--- src/rtl/fwd_pkg.sv ---
// ============================================================================
// Module      : fwd_pkg
// Description : Shared widths, operand-mux select codes and shadow-stage types
//               for the EX-stage forwarding / hazard controller.
// Revision    : 1.0 - initial release
// ============================================================================
`default_nettype none

package fwd_pkg;

    localparam int REG_ADDR_W = 5;
    localparam int SEL_W      = 2;

    localparam logic [SEL_W-1:0] SEL_RF  = 2'b00;
    localparam logic [SEL_W-1:0] SEL_WB  = 2'b01;
    localparam logic [SEL_W-1:0] SEL_MEM = 2'b10;

    typedef struct packed {
        logic [REG_ADDR_W-1:0] dest;
        logic                  regwrite;
        logic                  is_load;
    } stage_t;

    // Beyond ID/EX only the write target matters; load-ness is resolved by then.
    typedef struct packed {
        logic [REG_ADDR_W-1:0] dest;
        logic                  regwrite;
    } wr_t;

    localparam stage_t STAGE_EMPTY = '{dest: '0, regwrite: 1'b0, is_load: 1'b0};
    localparam wr_t    WR_EMPTY    = '{dest: '0, regwrite: 1'b0};

endpackage

`default_nettype wire

--- src/rtl/fwd_src_cmp.sv ---
// ============================================================================
// Module      : fwd_src_cmp
// Description : Compares one source register against the ID/EX and EX/MEM
//               shadow stages and returns the next operand-mux select.
// Revision    : 1.0 - initial release
// ============================================================================
`default_nettype none

module fwd_src_cmp
    import fwd_pkg::*;
(
    input  logic [REG_ADDR_W-1:0] i_src,
    input  logic                  i_src_en,
    input  stage_t                i_idex,
    input  wr_t                   i_exmem,
    output logic [SEL_W-1:0]      o_sel
);

    logic w_src_live;
    logic w_hit_mem;
    logic w_hit_wb;

    // A load in ID/EX has no ALU result to forward; the stall path handles it.
    always_comb begin
        w_src_live = i_src_en && (i_src != '0);
        w_hit_mem  = w_src_live && i_idex.regwrite && !i_idex.is_load &&
                     (i_idex.dest == i_src);
        w_hit_wb   = w_src_live && i_exmem.regwrite && (i_exmem.dest == i_src);
        o_sel      = SEL_RF;
        if (w_hit_mem) begin
            o_sel = SEL_MEM;
        end else if (w_hit_wb) begin
            o_sel = SEL_WB;
        end
    end

endmodule

`default_nettype wire

--- src/rtl/fwd_hazard_ctrl.sv ---
// ============================================================================
// Module      : fwd_hazard_ctrl
// Description : Registered EX operand-mux selects, load-use STALL and ID/EX
//               bubble request. Optional counters under FWD_HAZARD_STATS_EN.
// Revision    : 1.0 - initial release
// ============================================================================
`default_nettype none

module fwd_hazard_ctrl #(
    parameter int REG_ADDR_W = fwd_pkg::REG_ADDR_W,
    parameter int SEL_W      = fwd_pkg::SEL_W
) (
    input  logic                  CLK,
    input  logic                  RST,
    input  logic                  ID_VALID,
    input  logic [REG_ADDR_W-1:0] ID_RS,
    input  logic [REG_ADDR_W-1:0] ID_RT,
    input  logic                  ID_USES_RT,
    input  logic [REG_ADDR_W-1:0] ID_DEST,
    input  logic                  ID_REGWRITE,
    input  logic                  ID_IS_LOAD,
    input  logic                  FLUSH,
    output logic [SEL_W-1:0]      FWD_A_SEL,
    output logic [SEL_W-1:0]      FWD_B_SEL,
    output logic                  STALL,
    output logic                  BUBBLE
`ifdef FWD_HAZARD_STATS_EN
    ,
    output logic [31:0]           STALL_CNT,
    output logic [31:0]           FWD_CNT
`endif
);

    import fwd_pkg::*;

    stage_t             r_idex;
    wr_t                r_exmem;
    logic [SEL_W-1:0]   r_fwd_a_sel;
    logic [SEL_W-1:0]   r_fwd_b_sel;
    logic [SEL_W-1:0]   w_a_sel_nxt;
    logic [SEL_W-1:0]   w_b_sel_nxt;
    logic               w_ld_hit;
    logic               w_stall;
    logic               w_bubble;
    logic               w_issue;
    stage_t             w_id_stage;

    always_comb begin
        w_ld_hit = r_idex.regwrite && r_idex.is_load && (r_idex.dest != '0) &&
                   ((r_idex.dest == ID_RS) || (ID_USES_RT && (r_idex.dest == ID_RT)));
        w_stall  = ID_VALID && !FLUSH && w_ld_hit;
        w_bubble = w_stall || FLUSH;
        w_issue  = ID_VALID && !w_bubble;
        w_id_stage = STAGE_EMPTY;
        if (w_issue) begin
            w_id_stage = '{dest: ID_DEST, regwrite: ID_REGWRITE, is_load: ID_IS_LOAD};
        end
    end

    fwd_src_cmp u_cmp_a (
        .i_src    (ID_RS),
        .i_src_en (w_issue),
        .i_idex   (r_idex),
        .i_exmem  (r_exmem),
        .o_sel    (w_a_sel_nxt)
    );

    fwd_src_cmp u_cmp_b (
        .i_src    (ID_RT),
        .i_src_en (w_issue && ID_USES_RT),
        .i_idex   (r_idex),
        .i_exmem  (r_exmem),
        .o_sel    (w_b_sel_nxt)
    );

    // The MEM/WB shadow is implicit: whatever sits in EX/MEM while a consumer is
    // in ID occupies MEM/WB by the time that consumer reaches EX.
    always_ff @(posedge CLK) begin
        if (RST) begin
            r_idex      <= STAGE_EMPTY;
            r_exmem     <= WR_EMPTY;
            r_fwd_a_sel <= SEL_RF;
            r_fwd_b_sel <= SEL_RF;
        end else begin
            r_idex      <= w_id_stage;
            r_exmem     <= '{dest: r_idex.dest, regwrite: r_idex.regwrite};
            r_fwd_a_sel <= w_a_sel_nxt;
            r_fwd_b_sel <= w_b_sel_nxt;
        end
    end

    assign FWD_A_SEL = r_fwd_a_sel;
    assign FWD_B_SEL = r_fwd_b_sel;
    assign STALL     = w_stall && !RST;
    assign BUBBLE    = w_bubble && !RST;

`ifdef FWD_HAZARD_STATS_EN
    logic [31:0] r_stall_cnt;
    logic [31:0] r_fwd_cnt;

    always_ff @(posedge CLK) begin
        if (RST) begin
            r_stall_cnt <= '0;
            r_fwd_cnt   <= '0;
        end else begin
            if (w_stall) begin
                r_stall_cnt <= r_stall_cnt + 32'd1;
            end
            if ((w_a_sel_nxt != SEL_RF) || (w_b_sel_nxt != SEL_RF)) begin
                r_fwd_cnt <= r_fwd_cnt + 32'd1;
            end
        end
    end

    assign STALL_CNT = r_stall_cnt;
    assign FWD_CNT   = r_fwd_cnt;
`endif

endmodule

`default_nettype wire
--- config.mk ---
export PLATFORM = sky130hd
export DESIGN_NAME = fwd_hazard_ctrl
export DESIGN_NICKNAME = d
export VERILOG_FILES = /design/src/rtl/fwd_pkg.sv /design/src/rtl/fwd_src_cmp.sv /design/src/rtl/fwd_hazard_ctrl.sv
export SDC_FILE = /design/constraint.sdc
export NUM_CORES = 1
export LEC_CHECK = 0
export CORE_ASPECT_RATIO = 1.2
export CORE_UTILIZATION = 45
export CTS_BUF_LIST = sky130_fd_sc_hd__clkbuf_16
export CTS_CLUSTER_DIAMETER = 30
export CTS_CLUSTER_SIZE = 40
export DETAILED_ROUTE_END_ITERATION = 6
export GPL_TIMING_DRIVEN = 0
export PLACE_DENSITY = 0.78
export SLEW_MARGIN = 20
export SYNTH_ARGS = -nofsm -noshare
export SYNTH_HDL_FRONTEND = slang
export SYNTH_SLANG_ARGS = --single-unit
--- constraint.sdc ---
create_clock -name CLK -period 2.8 [get_ports CLK]
set_input_delay 0.56 -clock CLK [delete_from_list [all_inputs] [get_ports CLK]]
set_output_delay 0.56 -clock CLK [all_outputs]
set_load 0.03 [all_outputs]
==> results.cfg, run 1 <==
[run_status]
status = finished clean

[critical_path]
cp-start-kind = input pin
required_ps = 2240
cp.arrival_ps = 2140
critPathCaptureType = output pin
worstSetupPathType = input pin to output pin
r2r_start = r_idex[4]
crit_path_start = ID_RS[2]
worstPathMaxFanout = 7

[detailed_routing]
maxUsedRoutingLayer = met4
drtIter0Drc = 11
wire_per_inst_um = 12.66
wl_met3_um = 104
drt.antenna.violating_nets = 0
drc = 0
vias = 694
routed_wl_um = 1684
viasPerCell = 5.218
first_pass_iters = 4
m1WireLength_um = 663
wl_met2_um = 894

[timing]
fin_setup_tns_ps = 0
setup_viol = 0
timing.fmax_ghz = 0.3706
period_minus_slack_ps = 2698
tightest_slew_ps = 419.3
slew_violations = 0
slew_headroom_pct = 71.96
fin_crit_sh_pct = 96.36
rsz0062_at_grt = false
fin_skew_ps = 3.202
setup_ws_ps = 101.9
hold_violations = 0

[clocking]
hold_buffers = 0
numCtsBuffers = 3
cts-htree-levels = 1
clockRootBuffer = clkbuf_16
cts_buffer_depth = 2
clk_pin_slew_ps = 50
numClockSinks = 17
cts_tree = yes
clkLatencyLatePin_ps = 240

[synth]
syn_area_um2 = 794.5
netlist_instances = 81
synthArstFlopShare_pct = 0
syn_nets = 103
ys_seq_elements = 17
ys.flop_type = dfxtp_1
ys_warn_count = 0
synth_seq_area_share_pct = 42.83
synth-edff-count = 0
synth_cell_types = 24
postSynthAreaPerCell_um2 = 9.809

[placed_design]
gp_congestion = 0.7597
place_hpwl_um = 1324
io_buffers = 27
dp_slack_ps = -671.6

[floorplan]
dieArea_um2 = 1938
ios = 28
coreArea_um2 = 1642
row_count = 16
start_util_pct = 48.40
die_x_um = 40.36
die_y_um = 48.03

[power]
p_int_mw = 0.4807
p_seq_share_pct = 41.9
p_switching_mw = 0.1181
p_leak_nw = 0.4864
total_power_mw = 0.5988
p_clk_share_pct = 46.2
combPwrFrac_pct = 11.8
p_sw_share_pct = 19.73
powerDensity_nw_per_um2 = 499.6
ir_drop_uv = 516.2

[min_path]
hold_class = flop to flop
hp-start = r_idex[1]

[global_route]
grt_max_degree = 11
track_usage_pct = 19.91
antenna_found_initial = 0
grt_pass1_wl_um = 2463
overflow = 0
grt_pass1_vias = 616

[layout]
final_layout_size_suffix_gt1_share_pct = 13.91
diodes = 0
syn2layout_area_growth_pct = 50.87
fillers = 127
finalNetCount = 138

[job]
max_cap_viol_count = 0
## metrics by stage
| stage | hold slack (ps) | utilization (%) | cells | area [um^2] |
|---|---|---|---|---|
| 6_report | 502.0 | 73.02 | 133 | 1199 |
| 5_1_grt | 518.7 | 73.02 | 133 | 1199 |
| 4_1_cts | 496.3 | 71.88 | 131 | 1180 |
| 3_5_place_dp | 489.3 | 66.23 | 126 | 1087 |
| 3_3_place_gp | 485.3 | 66.23 | 126 | 1087 |
| 2_1_floorplan | 470.9 | - | 81 | 794.5 |
## routing by layer
metal	up-vias	track usage, %
li1	351	-
met2	25	36.19
met3	2	6.977
met5	-	0
met4	0	10.00
met1	316	19.26
## sequential cells by signal, summed over array words and instances, names as in the netlist
name       cells
FWD_A_SEL      2
FWD_B_SEL      2
r_exmem        6
r_idex         7
## cell usage in the layout, fill, tap and decap left out
| cell type | netlist | layout |
|---|---|---|
| a21o_4 | 0 | 1 |
| a21oi_1 | 2 | 1 |
| a21oi_2 | 0 | 1 |
| and2b_1 | 1 | 1 |
| and3_1 | 6 | 6 |
| and3_2 | 1 | 1 |
| and4bb_2 | 1 | 1 |
| buf_4 | 0 | 5 |
| clkbuf_16 | 0 | 3 |
| clkdlybuf4s50_1 | 0 | 20 |
| clkinv_2 | 0 | 1 |
| dfxtp_1 | 17 | 17 |
| dlygate4sd2_1 | 0 | 5 |
| inv_1 | 2 | 2 |
| nand2_1 | 3 | 3 |
| nand2b_1 | 1 | 1 |
| nand3_1 | 3 | 3 |
| nand3b_1 | 1 | 1 |
| nand4_1 | 1 | 1 |
| nor2_1 | 1 | 1 |
| nor2b_1 | 5 | 5 |
| nor3_1 | 3 | 2 |
| nor3_2 | 0 | 1 |
| nor3b_4 | 1 | 1 |
| nor4_1 | 3 | 3 |
| o2111ai_1 | 1 | 1 |
| o21ai_0 | 2 | 2 |
| or3_1 | 2 | 1 |
| or3_4 | 0 | 1 |
| or4_1 | 3 | 3 |
| xnor2_1 | 12 | 12 |
| xor2_1 | 8 | 8 |
## power groups by stage
stage / Clock, mW / Sequential [mW] / Combinational [mW]
finish: 0.277 / 0.251 / 0.0709
global route: 0.298 / 0.251 / 0.0769
CTS: 0.281 / 0.251 / 0.0703
detailed placement: 0 / 0.256 / 0.0709
global placement: 0 / 0.256 / 0.0696
floorplan: 0 / 0.255 / 0.0282
## layout make-up
class | instances | area (um^2) | area share, %
multi-input combinational | 62 | 466.7 | 38.94
sequential | 17 | 340.3 | 28.39
timing repair buffer | 30 | 281.5 | 23.49
clock buffer | 3 | 75.07 | 6.263
tap | 18 | 22.52 | 1.879
inverter | 2 | 7.507 | 0.6263
clock inverter | 1 | 5.005 | 0.4175
## critical path: stages
cell             delay, ps
clkdlybuf4s50_1        470
xor2_1                 160
nor3_1                 190
nand3_1                170
a21o_4                 280
a21oi_2                130
buf_4                  180
## path summary, 6_finish.rpt
| check | slack, ps | end | cells after the start |
|---|---|---|---|
| max | 100 | BUBBLE | 7 |
| min | 500 | r_exmem[0] | 1 |
| max reg2reg | 1040 | r_idex[5] | 6 |
| min reg2reg | 500 | r_exmem[0] | 1 |
## kinds of logic after synthesis
family / after synthesis / synth area share, %
simple gates: 36 / 29.45
xor+xnor: 20 / 22.05
flops: 17 / 42.84
compound gates: 6 / 4.725
buf+inv: 2 / 0.9452
## cells in the mapped netlist (3+ instances only)
master   instances  area [um^2]
dfxtp_1         17        340.3
xnor2_1         12        105.1
xor2_1           8        70.07
and3_1           6        37.54
nor4_1           3        18.77
nor2b_1          5        31.28
nand2_1          3        11.26
or4_1            3        22.52
nor3_1           3        15.01
nand3_1          3        15.01
## what timing repair did
item | CTS | global route
setup buffers | 1 | 2
pin swaps | 0 | 2
endpoints found under the setup margin | 2 | 1
gates resized for setup | 21 | 1
(Power assumes the default switching activity.)
==> run 2, diff against run 1 <==
--- a/config.mk
+++ b/config.mk
@@ -6,13 +6,13 @@
 export NUM_CORES = 1
 export LEC_CHECK = 0
 export CORE_ASPECT_RATIO = 1.2
-export CORE_UTILIZATION = 45
+export CORE_UTILIZATION = 46
 export CTS_BUF_LIST = sky130_fd_sc_hd__clkbuf_16
 export CTS_CLUSTER_DIAMETER = 30
 export CTS_CLUSTER_SIZE = 40
 export DETAILED_ROUTE_END_ITERATION = 6
 export GPL_TIMING_DRIVEN = 0
-export PLACE_DENSITY = 0.78
+export PLACE_DENSITY = 0.8
 export SLEW_MARGIN = 20
 export SYNTH_ARGS = -nofsm -noshare
 export SYNTH_HDL_FRONTEND = slang
==> results.cfg, run 2 (same netlist as run 1, synthesis figures left out) <==
[run_status]
status = finished clean

[timing]
whs_ps = 509.4
fin_setup_tns_ps = 0
period_minus_slack_ps = 2710
rsz0062_at_grt = false
setup_ws_ps = 89.86
fin_skew_ps = 1.279
slew_headroom_pct = 73.91
timing.fmax_ghz = 0.3690
hold_violations = 0
fin_crit_sh_pct = 96.79
tightest_slew_ps = 390.1
setup_viol = 0
slew_violations = 0

[layout]
final_layout_size_suffix_gt1_share_pct = 14.04
largest_register_ffs = 7
largest_register = r_idex
final_common_cell = clkdlybuf4s50_1
finalNetCount = 137
layout_common_cells = 20 x clkdlybuf4s50_1, 17 x dfxtp_1, 12 x xnor2_1, 8 x xor2_1, 6 x and3_1
fillers = 121
final_area_um2 = 1197
diodes = 0
reg.largest.list = r_idex x7, r_exmem x6
syn2layout_area_growth_pct = 50.71

[clocking]
hold_buffers = 0
cts_tree = yes
numClockSinks = 17
cts-htree-levels = 1
clockRootBuffer = clkbuf_16
numCtsBuffers = 3
clk_pin_slew_ps = 50
clkLatencyLatePin_ps = 250
cts_buffer_depth = 2

[placed_design]
dp_slack_ps = -687.0
place_hpwl_um = 1422
gp_congestion = 0.7797
place_area_um2 = 1087
io_buffers = 27

[critical_path]
r2r_start = r_idex[4]
worstSetupPathType = input pin to output pin
crit_buf_inv = 2
r2r_slack_ps = 1110
crit_chain = clkdlybuf4s50_1 > xor2_1 > nor3_2 > nand3_2 > a21o_4 > a21oi_1 > buf_4
crit_slowest_cell = clkdlybuf4s50_1
required_ps = 2240
cp-start-kind = input pin
timing.rr.end = FWD_B_SEL[0]
cp.arrival_ps = 2150
reg2reg_depth = 5
cp.depth = 7
max_stage_delay_ps = 470
critPathCaptureType = output pin
worstPathMaxFanout = 10
cpLargestDelayFamily = buffers and inverters

[floorplan]
die_x_um = 39.94
die_y_um = 47.53
row_count = 16
dieArea_um2 = 1898
ios = 28
coreArea_um2 = 1622
start_util_pct = 49.00

[min_path]
hold_class = flop to flop
hold_end = r_exmem[0]
min_path_cells = 1
hp-start = r_idex[1]

[power]
powerDensity_nw_per_um2 = 511.4
total_power_mw = 0.6124
ir_drop_uv = 532.1
p_leak_nw = 0.4834

[detailed_routing]
viasPerCell = 5.432
vias = 717
wire_per_inst_um = 14.24
routed_wl_um = 1880
drc = 0
first_pass_iters = 4
drt.antenna.violating_nets = 0
drtIter0Drc = 6

[global_route]
track_usage_pct = 25.02
overflow = 0
grt_pass1_wl_um = 2939
antenna_found_initial = 0
grt_max_degree = 11
grt_pass1_vias = 700

[job]
max_cap_viol_count = 0
## run 2: cell types whose count changed in the layout (fill, tap and decap cells not counted)
cell | before | now
nor3_2 | 1 | 2
nor3_1 | 2 | 1
a21oi_2 | 1 | 0
nand3_1 | 3 | 2
a21oi_1 | 1 | 2
nand3_2 | 0 | 1
buf_4 | 5 | 4
## run 2: worst reg2reg max path, stage by stage, from the launching register on
cell      delay [ps]
dfxtp_1          410
xnor2_1          150
nand3_1          120
or3_4            400
a21o_4           260
and4bb_2         240
## run 2: per-layer routing
metal | track usage [%] | wire, um | up-vias
met5 | 0 | 0 | -
met4 | 22.07 | 93 | 0
met3 | 7.442 | 92 | 11
met2 | 41.61 | 956 | 31
met1 | 24.64 | 737 | 324
li1 | - | - | 351
## run 2: worst max-delay path by stage
stage               slack (ps)  startpoint  endpoint
floorplan                  170    ID_RT[4]     STALL
global placement          -610    ID_RT[4]    BUBBLE
global route                10    ID_RS[2]    BUBBLE
detailed placement        -690    ID_RT[2]     STALL
CTS                          4    ID_RS[1]     STALL
finish                      90    ID_RS[2]    BUBBLE
## run 2: power by group
group          internal, mW  switching, mW
Combinational        0.0437         0.0292
Sequential            0.246        0.00452
Clock                 0.191         0.0972
## run 2: what timing repair did
item                       4_1_cts  5_1_grt
buffers inserted                 1        1
pin swaps                        1        2
resized for setup               20        3
setup endpoints to repair        2        2
## run 2: final cells by class
type	instances	area [um^2]	share of cell area (%)
repair buffers	29	274.0	22.88
inverters	2	7.507	0.6270
multi-input cells	62	473.0	39.50
clock inverters	1	5.005	0.4180
flip-flops and latches	17	340.3	28.42
clock buffers	3	75.07	6.270
well taps	18	22.52	1.881
## run 2: metrics by stage
stage	instances	util [%]
2_1_floorplan	81	-
3_3_place_gp	126	67.05
3_5_place_dp	126	67.05
4_1_cts	131	72.45
5_1_grt	132	73.84
6_report	132	73.84
